--- src/rtl/axis_fifo_if.sv ---
// rtl/axis_fifo_if.sv - AXI-Stream style interface bundle with master/slave modports
interface ifc_axis #(
  parameter int DATA_WIDTH = 8,
  parameter int KEEP_WIDTH = (DATA_WIDTH + 7) / 8,
  parameter int ID_WIDTH   = 8,
  parameter int DEST_WIDTH = 8,
  parameter int USER_WIDTH = 1
);
  logic [DATA_WIDTH-1:0] tdata;
  logic [KEEP_WIDTH-1:0] tkeep;
  logic                  tvalid;
  logic                  tready;
  logic                  tlast;
  logic [ID_WIDTH-1:0]   tid;
  logic [DEST_WIDTH-1:0] tdest;
  logic [USER_WIDTH-1:0] tuser;

  modport master (output tdata, tkeep, tvalid, tlast, tid, tdest, tuser, input tready);
  modport slave  (input tdata, tkeep, tvalid, tlast, tid, tdest, tuser, output tready);
endinterface

--- src/rtl/axis_fifo.sv ---
// rtl/axis_fifo.sv - AXI-Stream FIFO with optional sidebands and store-and-forward frame mode
module axis_fifo #(
  parameter int DATA_WIDTH  = 8,
  parameter int KEEP_ENABLE = 0,
  parameter int KEEP_WIDTH  = (DATA_WIDTH + 7) / 8,
  parameter int LAST_ENABLE = 0,
  parameter int ID_ENABLE   = 0,
  parameter int ID_WIDTH    = 8,
  parameter int DEST_ENABLE = 0,
  parameter int DEST_WIDTH  = 8,
  parameter int USER_ENABLE = 0,
  parameter int USER_WIDTH  = 1,
  parameter int DEPTH       = 16,
  parameter int FRAME_FIFO  = 0
) (
  input  logic                   clk,
  input  logic                   rst,
  ifc_axis.slave                 s_axis_ifc,
  ifc_axis.master                m_axis_ifc,
  output logic [$clog2(DEPTH):0] status_count,
  output logic [$clog2(DEPTH):0] status_frames,
  output logic                   status_full,
  output logic                   status_empty
);
  localparam int AW       = $clog2(DEPTH);
  localparam int PW       = AW + 1;
  localparam int KEEP_OFF = DATA_WIDTH;
  localparam int LAST_OFF = KEEP_OFF + ((KEEP_ENABLE != 0) ? KEEP_WIDTH : 0);
  localparam int ID_OFF   = LAST_OFF + ((LAST_ENABLE != 0) ? 1 : 0);
  localparam int DEST_OFF = ID_OFF + ((ID_ENABLE != 0) ? ID_WIDTH : 0);
  localparam int USER_OFF = DEST_OFF + ((DEST_ENABLE != 0) ? DEST_WIDTH : 0);
  localparam int WW       = USER_OFF + ((USER_ENABLE != 0) ? USER_WIDTH : 0);

  logic [WW-1:0] r_mem [DEPTH];
  logic [PW-1:0] r_wr_ptr;
  logic [PW-1:0] r_rd_ptr;
  logic [PW-1:0] r_frames;

  logic [PW-1:0] w_count;
  logic [WW-1:0] w_wr_word;
  logic [WW-1:0] w_rd_word;
  logic          w_full;
  logic          w_empty;
  logic          w_write;
  logic          w_read;
  logic          w_wr_last;
  logic          w_rd_last;
  logic          w_m_valid;
  logic          w_unused;

  assign w_count = r_wr_ptr - r_rd_ptr;
  assign w_full  = (w_count == PW'(DEPTH));
  assign w_empty = (w_count == '0);

  assign s_axis_ifc.tready = !w_full;
  assign w_write = s_axis_ifc.tvalid && !w_full;
  assign w_read  = w_m_valid && m_axis_ifc.tready;

  // Frame mode waits for a complete frame; a full FIFO lets an oversize frame cut through.
  if (FRAME_FIFO != 0) begin : g_frame
    assign w_m_valid = !w_empty && ((r_frames != '0) || w_full);
  end else begin : g_stream
    assign w_m_valid = !w_empty;
  end
  assign m_axis_ifc.tvalid = w_m_valid;

  // Asynchronous read of the head slot: the slot is never rewritten while it is valid.
  assign w_rd_word = r_mem[r_rd_ptr[AW-1:0]];
  assign w_wr_word[DATA_WIDTH-1:0] = s_axis_ifc.tdata;
  assign m_axis_ifc.tdata = w_rd_word[DATA_WIDTH-1:0];

  if (KEEP_ENABLE != 0) begin : g_keep
    assign w_wr_word[KEEP_OFF +: KEEP_WIDTH] = s_axis_ifc.tkeep;
    assign m_axis_ifc.tkeep = w_rd_word[KEEP_OFF +: KEEP_WIDTH];
  end else begin : g_no_keep
    assign m_axis_ifc.tkeep = '1;
  end

  if (LAST_ENABLE != 0) begin : g_last
    assign w_wr_word[LAST_OFF] = s_axis_ifc.tlast;
    assign w_wr_last = s_axis_ifc.tlast;
    assign w_rd_last = w_rd_word[LAST_OFF];
  end else begin : g_no_last
    assign w_wr_last = 1'b0;
    assign w_rd_last = 1'b0;
  end
  assign m_axis_ifc.tlast = w_rd_last;

  if (ID_ENABLE != 0) begin : g_id
    assign w_wr_word[ID_OFF +: ID_WIDTH] = s_axis_ifc.tid;
    assign m_axis_ifc.tid = w_rd_word[ID_OFF +: ID_WIDTH];
  end else begin : g_no_id
    assign m_axis_ifc.tid = '0;
  end

  if (DEST_ENABLE != 0) begin : g_dest
    assign w_wr_word[DEST_OFF +: DEST_WIDTH] = s_axis_ifc.tdest;
    assign m_axis_ifc.tdest = w_rd_word[DEST_OFF +: DEST_WIDTH];
  end else begin : g_no_dest
    assign m_axis_ifc.tdest = '0;
  end

  if (USER_ENABLE != 0) begin : g_user
    assign w_wr_word[USER_OFF +: USER_WIDTH] = s_axis_ifc.tuser;
    assign m_axis_ifc.tuser = w_rd_word[USER_OFF +: USER_WIDTH];
  end else begin : g_no_user
    assign m_axis_ifc.tuser = '0;
  end

  assign w_unused = ^{s_axis_ifc.tkeep, s_axis_ifc.tlast, s_axis_ifc.tid,
                      s_axis_ifc.tdest, s_axis_ifc.tuser};

  always_ff @(posedge clk) begin
    if (w_write) begin
      r_mem[r_wr_ptr[AW-1:0]] <= w_wr_word;
    end
  end

  always_ff @(posedge clk or posedge rst) begin
    if (rst) begin
      r_wr_ptr <= '0;
      r_rd_ptr <= '0;
      r_frames <= '0;
    end else begin
      if (w_write) begin
        r_wr_ptr <= r_wr_ptr + PW'(1);
      end
      if (w_read) begin
        r_rd_ptr <= r_rd_ptr + PW'(1);
      end
      case ({w_write && w_wr_last, w_read && w_rd_last})
        2'b10:   r_frames <= r_frames + PW'(1);
        2'b01:   r_frames <= r_frames - PW'(1);
        default: r_frames <= r_frames;
      endcase
    end
  end

  assign status_count  = w_count;
  assign status_frames = r_frames;
  assign status_full   = w_full;
  assign status_empty  = w_empty;
endmodule

--- src/flat_wrapper.sv ---
// flat-port wrapper written by rule: the top's interface ports become plain ports
module axis_fifo_flat 
#(
  parameter int DATA_WIDTH  = 8,
  parameter int KEEP_ENABLE = 0,
  parameter int KEEP_WIDTH  = (DATA_WIDTH + 7) / 8,
  parameter int LAST_ENABLE = 0,
  parameter int ID_ENABLE   = 0,
  parameter int ID_WIDTH    = 8,
  parameter int DEST_ENABLE = 0,
  parameter int DEST_WIDTH  = 8,
  parameter int USER_ENABLE = 0,
  parameter int USER_WIDTH  = 1,
  parameter int DEPTH       = 16,
  parameter int FRAME_FIFO  = 0
)
  (clk, rst, status_count, status_frames, status_full, status_empty, s_axis_ifc_tdata, s_axis_ifc_tkeep, s_axis_ifc_tvalid, s_axis_ifc_tlast, s_axis_ifc_tid, s_axis_ifc_tdest, s_axis_ifc_tuser, s_axis_ifc_tready, m_axis_ifc_tdata, m_axis_ifc_tkeep, m_axis_ifc_tvalid, m_axis_ifc_tlast, m_axis_ifc_tid, m_axis_ifc_tdest, m_axis_ifc_tuser, m_axis_ifc_tready);
  ifc_axis #(.DATA_WIDTH(DATA_WIDTH), .KEEP_WIDTH(KEEP_WIDTH), .ID_WIDTH(ID_WIDTH), .DEST_WIDTH(DEST_WIDTH), .USER_WIDTH(USER_WIDTH)) s_axis_ifc_i ();
  ifc_axis #(.DATA_WIDTH(DATA_WIDTH), .KEEP_WIDTH(KEEP_WIDTH), .ID_WIDTH(ID_WIDTH), .DEST_WIDTH(DEST_WIDTH), .USER_WIDTH(USER_WIDTH)) m_axis_ifc_i ();
  input  logic clk;
  input  logic rst;
  output logic [$clog2(DEPTH):0] status_count;
  output logic [$clog2(DEPTH):0] status_frames;
  output logic status_full;
  output logic status_empty;
  input wire logic [$bits(s_axis_ifc_i.tdata)-1:0] s_axis_ifc_tdata;
  input wire logic [$bits(s_axis_ifc_i.tkeep)-1:0] s_axis_ifc_tkeep;
  input wire logic [$bits(s_axis_ifc_i.tvalid)-1:0] s_axis_ifc_tvalid;
  input wire logic [$bits(s_axis_ifc_i.tlast)-1:0] s_axis_ifc_tlast;
  input wire logic [$bits(s_axis_ifc_i.tid)-1:0] s_axis_ifc_tid;
  input wire logic [$bits(s_axis_ifc_i.tdest)-1:0] s_axis_ifc_tdest;
  input wire logic [$bits(s_axis_ifc_i.tuser)-1:0] s_axis_ifc_tuser;
  output wire logic [$bits(s_axis_ifc_i.tready)-1:0] s_axis_ifc_tready;
  output wire logic [$bits(m_axis_ifc_i.tdata)-1:0] m_axis_ifc_tdata;
  output wire logic [$bits(m_axis_ifc_i.tkeep)-1:0] m_axis_ifc_tkeep;
  output wire logic [$bits(m_axis_ifc_i.tvalid)-1:0] m_axis_ifc_tvalid;
  output wire logic [$bits(m_axis_ifc_i.tlast)-1:0] m_axis_ifc_tlast;
  output wire logic [$bits(m_axis_ifc_i.tid)-1:0] m_axis_ifc_tid;
  output wire logic [$bits(m_axis_ifc_i.tdest)-1:0] m_axis_ifc_tdest;
  output wire logic [$bits(m_axis_ifc_i.tuser)-1:0] m_axis_ifc_tuser;
  input wire logic [$bits(m_axis_ifc_i.tready)-1:0] m_axis_ifc_tready;
  assign s_axis_ifc_i.tdata = s_axis_ifc_tdata;
  assign s_axis_ifc_i.tkeep = s_axis_ifc_tkeep;
  assign s_axis_ifc_i.tvalid = s_axis_ifc_tvalid;
  assign s_axis_ifc_i.tlast = s_axis_ifc_tlast;
  assign s_axis_ifc_i.tid = s_axis_ifc_tid;
  assign s_axis_ifc_i.tdest = s_axis_ifc_tdest;
  assign s_axis_ifc_i.tuser = s_axis_ifc_tuser;
  assign s_axis_ifc_tready = s_axis_ifc_i.tready;
  assign m_axis_ifc_tdata = m_axis_ifc_i.tdata;
  assign m_axis_ifc_tkeep = m_axis_ifc_i.tkeep;
  assign m_axis_ifc_tvalid = m_axis_ifc_i.tvalid;
  assign m_axis_ifc_tlast = m_axis_ifc_i.tlast;
  assign m_axis_ifc_tid = m_axis_ifc_i.tid;
  assign m_axis_ifc_tdest = m_axis_ifc_i.tdest;
  assign m_axis_ifc_tuser = m_axis_ifc_i.tuser;
  assign m_axis_ifc_i.tready = m_axis_ifc_tready;
  axis_fifo #(.DATA_WIDTH(DATA_WIDTH), .KEEP_ENABLE(KEEP_ENABLE), .KEEP_WIDTH(KEEP_WIDTH), .LAST_ENABLE(LAST_ENABLE), .ID_ENABLE(ID_ENABLE), .ID_WIDTH(ID_WIDTH), .DEST_ENABLE(DEST_ENABLE), .DEST_WIDTH(DEST_WIDTH), .USER_ENABLE(USER_ENABLE), .USER_WIDTH(USER_WIDTH), .DEPTH(DEPTH), .FRAME_FIFO(FRAME_FIFO)) u_core (.clk(clk), .rst(rst), .s_axis_ifc(s_axis_ifc_i), .m_axis_ifc(m_axis_ifc_i), .status_count(status_count), .status_frames(status_frames), .status_full(status_full), .status_empty(status_empty));
endmodule
--- config.mk ---
export PLATFORM = sky130hd
export DESIGN_NAME = axis_fifo_flat
export DESIGN_NICKNAME = d
export VERILOG_FILES = /design/src/rtl/axis_fifo_if.sv /design/src/rtl/axis_fifo.sv /design/src/flat_wrapper.sv
export SDC_FILE = /design/constraint.sdc
export NUM_CORES = 1
export LEC_CHECK = 0
export ABC_AREA = 1
export CORE_MARGIN = 2
export CORE_UTILIZATION = 56
export DETAILED_ROUTE_END_ITERATION = 10
export DONT_BUFFER_PORTS = 1
export PLACE_DENSITY_LB_ADDON = 0.1
export SLEW_MARGIN = 10
export SYNTH_ARGS = -nofsm -noshare
export SYNTH_HDL_FRONTEND = slang
export SYNTH_SLANG_ARGS = --single-unit
--- constraint.sdc ---
create_clock -name clk -period 4.9 [get_ports clk]
set_clock_uncertainty 0.1 [all_clocks]
set_input_delay 0.245 -clock clk [delete_from_list [all_inputs] [get_ports clk]]
set_output_delay 0.245 -clock clk [all_outputs]
set_load 0.01 [all_outputs]
Word level (Yosys, flattened, before mapping) --
Memory sizes are Yosys's and may differ from the RTL's. Cells that the tools add are included.
Storage, ports and cells: RAM bits 128, output and inout port bits 41, memories 1, register bits after elaboration 10
Operators by class: $add $sub $neg 3, mux-type cells 2, reductions and logical operators 5, eq/ne operators 1
Memories:
- u_core.r_mem | words 16, width 8, read ports 1, clocked after Yosys merged registers in 0, write ports 1, line axis_fifo.sv:34 | logic [WW-1:0] r_mem [DEPTH];
Operators by type and width (number):
- $add A5 B1 Y5 const B | 2
- $eq A5 B5 Y1 const B | 1
- $logic_not A5 Y1 | 1
- $sub A5 B5 Y5 | 1
- $logic_and A1 B1 Y1 | 2
- $logic_not A1 Y1 | 2
- $mux W1 | 2

Depth between registers and ports, before layout --
Gate-level depths: netlist of run 1.
word-level depth 6, depth in mapped cells 13, depth with buffers taken out 13

Worst setup path after synthesis of run 1 --
Ideal clock, no wire load.
kind register to register, from register u_core.r_rd_ptr[1], to memory u_core.r_mem[12][0] in the netlist's numbering, enable pin, data arrival time 2.358 ns, slack 2.071 ns, cell stages (with the launch flop) 10, required time 4.430 ns, period minus slack after synthesis 2.829 ns, path buffers 2, cells stage by stage dfrtp_1 inv_1 clkbuf_1 fa_1 xor2_1 nor2_2 nand3_4 nand2_4 buf_8 nor2_1
On the way: longest elaborated chain between the ends 6
Ends and longest elaborated chain:
- start: declaration | line axis_fifo.sv:36 | logic [PW-1:0] r_rd_ptr;
- start signal: assignment | line axis_fifo.sv:129 | r_rd_ptr <= r_rd_ptr + PW'(1);
- $sub A5 B5 Y5 | line axis_fifo.sv:51 | assign w_count = r_wr_ptr - r_rd_ptr;
- named net status_count[2] | line flat_wrapper.sv:22 | output logic [$clog2(DEPTH):0] status_count;
- $eq A5 B5 Y1 | line axis_fifo.sv:52 | assign w_full = (w_count == PW'(DEPTH));
- $logic_not A1 Y1
- named net s_axis_ifc_tready | line flat_wrapper.sv:33 | output wire logic [$bits(s_axis_ifc_i.tready)-1:0] s_axis_ifc_tready;
- $logic_and A1 B1 Y1 | line axis_fifo.sv:56 | assign w_write = s_axis_ifc.tvalid && !w_full;
- $mux W1 | line axis_fifo.sv:114 | if (w_write) begin
- $mux W1 (implied by the code) | line axis_fifo.sv:115 | r_mem[r_wr_ptr[AW-1:0]] <= w_wr_word;
- end: declaration | line axis_fifo.sv:34
The timed path passes the listed nets, and every way through them passes these cells.

Final worst setup path of run 1 --
from register u_core.r_rd_ptr[2], to memory u_core.r_mem[3][0] in the netlist's numbering, enable pin
On the way: longest elaborated chain between the ends 6
Ends and longest elaborated chain (line):
- $sub A5 B5 Y5 | axis_fifo.sv:51
- $eq A5 B5 Y1 | axis_fifo.sv:52
- $logic_not A1 Y1
- named net s_axis_ifc_tready | flat_wrapper.sv:33
- $logic_and A1 B1 Y1 | axis_fifo.sv:56
- $mux W1 | axis_fifo.sv:114
- $mux W1 (implied by the code) | axis_fifo.sv:115
The timed path passes the listed nets, and every way through them passes these cells.

==> results of run 1 <==
cell type report:
| cell class | instances | area [sq um] |
|---|---|---|
| Inverter | 25 | 93.84 |
| Clock buffer | 17 | 414.1 |
| Fill cell | 836 | 4004 |
| Antenna cell | 1 | 2.502 |
| Timing Repair Buffer | 14 | 132.6 |
| Multi-Input combinational cell | 342 | 1673 |
| Clock inverter | 14 | 155.1 |
| Tap cell | 140 | 175.2 |
| Sequential cell | 138 | 4095 |
routing by layer:
metal	wire, um	part of all wire (%)	GRT usage (%)
met5	24	0.19	0
met3	778	6.0	7.957
met4	300	2.3	8.608
met2	6121	47	36.43
met1	5689	44	32.77
power by group:
part / internal, mW / switching [mW]
Sequential: 1.43 / 0.0809
Combinational: 0.404 / 1.03
Clock: 0.765 / 0.465
what timing repair did:
action / 4_1_cts / 5_1_grt
resized for setup: 0 / 0
hold buffers: 11 / 0
hold endpoints to repair: 148 / 0
flip-flops by register name, summed over array words and instances (netlist names):
signal and cells:
u_core.r_wr_ptr 5, u_core.r_mem 128, u_core.r_rd_ptr 5
cell usage in the layout, fill, tap and decap left out:
cell             n
nor2_2           2
xor2_1           5
nand3_1         32
edfxtp_1       128
o211ai_1        16
nand3_4          1
bufinv_16        3
o21ai_0         51
a21oi_1          1
ha_1             9
clkinv_1         5
buf_4            3
inv_6            1
diode_2          1
inv_1           22
conb_1          24
nand3_2          1
dfrtp_2          1
clkinv_4         2
o22ai_1         16
clkbuf_8         1
clkinv_2         4
clkbuf_16       16
dfrtp_1          9
nand2_2          1
nand2_4          1
o21ai_1         13
nand2_1         65
inv_2            1
xnor2_1          2
nor2_1         100
or2_1            1
clkinvlp_4       1
fa_1             1
dlygate4sd3_1   11
critical path: cells and delay by family, from the launching register on:
family                   cells  cell delay, ns
AND/OR/NAND/NOR              6            1.23
flip-flops                   1            0.68
adder cells (fa/ha/maj)      1            0.48
AO/OA/AOI/OAI                1            0.20
buffers and inverters        1            0.47
path summary, 6_finish.rpt:
kind                            slack [ns]                from                 end  cells after the start
worst min-delay path                  0.04                 rst  u_core.r_rd_ptr[4]                      2
max in group asynchronous             4.36                 rst  u_core.r_rd_ptr[0]                      2
worst max register to register        1.34  u_core.r_rd_ptr[2]  u_core.r_mem[3][0]                      9
worst max-delay path                  1.34  u_core.r_rd_ptr[2]  u_core.r_mem[3][0]                      9
worst min register to register        0.41  u_core.r_rd_ptr[3]  u_core.r_rd_ptr[3]                      2
min in group clk                      0.41  u_core.r_rd_ptr[3]  u_core.r_rd_ptr[3]                      2
synth_stat cells, types with 5 or more instances:
| cell type | count | area (sq um) |
|---|---|---|
| o22ai_1 | 16 | 100.1 |
| inv_1 | 22 | 82.58 |
| nand3_1 | 32 | 160.2 |
| buf_4 | 26 | 195.2 |
| dfrtp_1 | 10 | 250.2 |
| edfxtp_1 | 128 | 3844 |
| o211ai_1 | 16 | 120.1 |
| ha_1 | 9 | 112.6 |
| o21ai_0 | 51 | 255.2 |
| clkbuf_1 | 12 | 45.04 |
| o21ai_1 | 13 | 65.06 |
| nand2_1 | 65 | 244.0 |
| nor2_1 | 100 | 375.4 |
| xor2_1 | 5 | 43.79 |
logic make-up (layout without fill, tap and decap cells):
group / count (synthesis) / after routing / share of synthesized area, %
compound gates: 97 / 97 / 8.947
xor+xnor: 7 / 7 / 1.006
fa+ha+maj: 10 / 10 / 2.175
buf+inv: 72 / 70 / 6.772
flops: 138 / 138 / 67.15
other cells: 2 / 25 / 0.1232
simple gates: 204 / 204 / 13.83
metrics by stage:
stage	cells	util [%]	total power, mW	cell area (sq um)
4_1_cts	690	62.72	4.196	6739
5_1_grt	691	62.74	4.431	6741
3_3_place_gp	648	56.39	2.922	6060
6_report	691	62.74	4.177	6741
2_1_floorplan	552	-	2.644	6180
3_5_place_dp	648	56.39	2.953	6060
==> results.md, run 1 <==
- Status: complete, no violations
- Pre-CTS WS: 1.330 ns
- Synth Area per Inst: 11.50 sq um
- Fin Hold WS: 0.04104 ns
- Crit-path max cell delay: 0.68 ns
- Crit-path cells: clkinv_1, ha_1, a21oi_1, nand2_1, nand2_1, nand2_1, nand3_4, nand2_1, nor2_1
- GRT Util Overall: 24.04%
- DIE WIDTH: 108.3 um
- Most used cell, CP: nand2_1
- Post-CTS Setup Repair Bufs: 0
- Post-route DRC violation count: 0
- CTS tree: done
- Sequential area share after synthesis: 67.15%
- Final HPWL DP: 7.561 mm
- Global route overflow: 0
- Max-Cap Viols: 0
- Critical path data arrival time: 3.61 ns
- Async set-reset flop share out of synthesis: 7.246%
- DR WL/cell: 18.69 um
- Final worst path period need: 3.555 ns
- Clock buffer depth: 2
- Relative slew margins: 46.96%
- First-pass DRT Iterations: 5
- Rows: 38
- IO Count: 72
- Vias in the first global route: 3613
- RSZ-0062 raised after global routing: false
- Lkg Pwr: 2.441 nW
- TNS Setup: 0 ns
- Fraction of layout cells with a size suffix above 1: 7.091%
- Final WL: 12.92 mm
- F_max: 281.3 MHz
- CP max stage cell: dfrtp_1
- Post-synth top flop: edfxtp_1
- Hold Crit Class: in -> async
- Die Area: 0.01174 sq mm
- Worst path required time: 4.95 ns
- Measured slew at the worst slew-check pin: 0.7927 ns
- PortBufs: 0
- Number of buffers created by CTS: 17
- Yosys warning count: 0
- Final period utilization: 72.56%
- Core footprint: 0.01075 sq mm
- Synthesized area: 0.006097 sq mm
- Slew Limit Fails: 0
- Synth Instances: 530
- Crit path kind: reg -> reg
- P&R area growth vs syn: 10.57%
- Die Ht: 108.3 um
- Critical path launch point type: flop
- Largest net degree at the start of global routing: 69
- CTS Sinks: 138
- Global-route wire length before repair: 20.09 mm
- Number of flops mapped to enable cells by yosys: 128
- Reg clk slew, reported paths: 0.06 ns
- Clk_lat worst skew: 0.52 ns
- Worst setup margin: 1.345 ns
- DRT iter0 DRCs: 394
- Unique masters post-synth: 30
- Flops & latches, synth: 138
- CP endpoint kind: flop
- Initial antenna violation count: 3
- Final GP Congestion: 0.8694
- # setup viols final: 0
- Antenna-violating nets left: 0
- NumNets Final: 579
- Htree depth: 4
- Clock root buffer: clkbuf_8
- Final hold vios: 0
- Worst-path fanout max: 14
- Starting density of the core: 56.74%
- Power density cells: 619.7 mW/mm^2
- Via/cell ratio: 5.431
- Worst IR Drop VDD: 0.3535 mV
- Via Count: 3753
No activity file was read; power rests on OpenSTA's default activity.
==> run 2: changes to the inputs <==
Clock period 4.9 ns to 3.3 ns, I/O delays scaled along.
==> run 2 against run 1 <==
  * Final cell count grew 1.3%
  * Worst hold slack better by 0.33 ns
  * Final area up 0.76%
  * Global-route usage shrank 0.25 points
  * Critical path type is now reg -> out
  * Largest cell class unchanged
==> results.md, run 2 (synthesized netlist as in run 1, its figures left out) <==
- CTS tree: done
- Finished Cell Area: 0.006793 sq mm (+0.76%)
- CP endpoint kind: output pin
- IO Count: 72 (unchanged)
- Status: complete, no violations
- TNS Setup: 0 ns (unchanged)
- Measured slew at the worst slew-check pin: 0.8106 ns (+0.01790 ns)
- Initial antenna violation count: 0 (-3)
- Critical path launch point type: flop
- Sw frac: 38.02% (+0.25 points)
- Final period utilization: 91.67%
- F_max: 330.6 MHz
- Fin Hold WS: 0.3730 ns (+0.3319 ns)
- Antenna-violating nets left: 0 (unchanged)
- GRT Util Overall: 23.78% (-0.25 points)
- Htree depth: 4 (unchanged)
- Hold_sp: m_axis_ifc_tready
- Slew Limit Fails: 0 (unchanged)
- Worst flop-to-flop path startpoint: u_core.r_wr_ptr[0]
- Met3 WL post-DR: 880 um (+13%)
- WL met1: 5.497 mm (-3.4%)
- Max-Cap Viols: 0 (unchanged)
- Relative slew margins: 45.76% (-1.2 points)
- First-pass DRT Iterations: 5 (unchanged)
- Core footprint: 0.01075 sq mm (unchanged)
- Setup crit start: u_core.r_rd_ptr[0]
- Die Area: 0.01174 sq mm (unchanged)
- Via Count: 3933 (+4.8%)
- Via/cell ratio: 5.619 (+3.4%)
- ANT cells: 0 (-1)
- PortBufs: 0 (unchanged)
- Power density cells: 923.1 mW/mm^2 (+49%)
- DIE WIDTH: 108.3 um (unchanged)
- Final WL: 13.06 mm (+1.1%)
- Worst-path fanout max: 68 (+54)
- Critical path data arrival time: 2.76 ns (-0.85 ns)
- Global route overflow: 0 (unchanged)
- Logic gate share of total power: 36.5% (+2.1 points)
- DR WL met2: 6.313 mm (+3.1%)
- Starting density of the core: 56.74% (unchanged)
- Clock power frac: 28.0% (-1.4 points)
- Hold Path Sink: u_core.r_rd_ptr[0]
- DRT iter0 DRCs: 267 (-32%)
- Largest net degree at the start of global routing: 69 (unchanged)
- Number of buffers created by CTS: 17 (unchanged)
- Worst path required time: 3.03 ns (-1.92 ns)
- Commonest cells after routing, fill and taps aside: edfxtp_1 (128), nor2_1 (100), nand2_1 (65)
- CTS Sinks: 138 (unchanged)
- Reg-to-reg endpoint: u_core.r_mem[6][6]
- DR WL/cell: 18.66 um (-0.16%)
- Worst IR Drop VDD: 0.5224 mV (+48%)
- # setup viols final: 0 (unchanged)
- Final GP Congestion: 0.8711 (+0.20%)
- Final HPWL DP: 7.704 mm (+1.9%)
- Flip-flop count of the largest register after layout: 128 (unchanged)
- Clk_lat worst skew: 0.52 ns (about the same)
- Rows: 38 (unchanged)
- Reg clk slew, reported paths: 0.06 ns (about the same)
- Highest routed metal layer: met4
- P&R area growth vs syn: 11.41%
- Sw power: 2.384 mW (+51%)
- Final hold vios: 0 (unchanged)
- Reg2reg path depth: 11 (+2)
- Post-CTS Setup Repair Bufs: 0 (unchanged)
- RSZ-0062 raised after global routing: false
- Post-DP Area: 0.006120 sq mm (+0.99%)
- Vias in the first global route: 3675 (+1.7%)
- Global-route wire length before repair: 19.88 mm (-1.1%)
- R2R setup slack: 0.31 ns (-1.03 ns)
- Lkg Pwr: 2.469 nW (+1.2%)
- Clock root buffer: clkbuf_8
- WHS Path Cells: 3
- Internal: 3.887 mW (+50%)
- Fraction of layout cells with a size suffix above 1: 8.393% (+1.3 points)
- Final worst path period need: 3.025 ns
- Die Ht: 108.3 um (unchanged)
- NumNets Final: 588 (+1.6%)
- Sequential share of power: 35.4% (-0.8 points)
- Hold Crit Class: in -> reg
- Clock buffer depth: 2 (unchanged)
- Crit path kind: reg -> out
- Most common cell after layout, fill and taps aside: edfxtp_1
- Post-route DRC violation count: 0 (unchanged)
[run 2: per-layer routing]
layer	vias to the layer above	global-route usage [%]
met5	-	0
li1	1852	-
met4	0	11.08
met3	26	6.691
met1	1925	32.02
met2	130	36.16
[run 2: what timing repair did]
item,4_1_cts,5_1_grt
hold buffers,12,0
setup endpoints to repair,0,6
resized for setup,0,2
endpoints found under the hold margin,148,0
[run 2: cell type report]
class	count	area, sq um
Clock inverter	13	128.9
Tap cell	140	175.2
Clock buffer	19	421.7
Fill cell	846	3953
Inverter	25	96.34
Sequential cell	138	4095
Multi-Input combinational cell	342	1673
Timing Repair Buffer	23	202.7
[run 2: per-stage QoR]
stage	setup WS (ns)	total power [mW]	cells	util (%)
global placement	0.3822	4.446	656	56.95
finish	0.2748	6.270	700	63.22
detailed placement	0.3120	4.499	656	56.95
CTS	0.04089	6.289	700	63.19
global route	0.04892	6.649	700	63.22
floorplan	0.4714	3.926	552	-
[run 2: power by group through the flow]
stage,combinational [mW],clock [mW],sequential (mW)
4_1_cts,2.29,1.78,2.22
2_1_floorplan,1.69,0,2.24
6_report,2.29,1.76,2.22
5_1_grt,2.55,1.85,2.24
3_5_place_dp,2.24,0,2.25
3_3_place_gp,2.20,0,2.25
[run 2: how the worst max path moves through the flow]
stage,to,slack [ns],cells past startpoint
2_1_floorplan,u_core.r_mem[12][0],0.47,9
3_3_place_gp,u_core.r_mem[0][7],0.38,11
3_5_place_dp,u_core.r_mem[0][1],0.31,11
4_1_cts,m_axis_ifc_tdata[1],0.04,7
5_1_grt,m_axis_ifc_tdata[1],0.05,7
6_report,m_axis_ifc_tdata[1],0.27,7
[run 2: worst max-delay path, stage by stage (launching register included)]
cell and delay [ns]:
dfrtp_2 0.38, buf_4 0.58, inv_4 0.40, buf_4 0.31, o21ai_0 0.19, o22ai_1 0.09
nand2_1 0.09, nand3_1 0.20
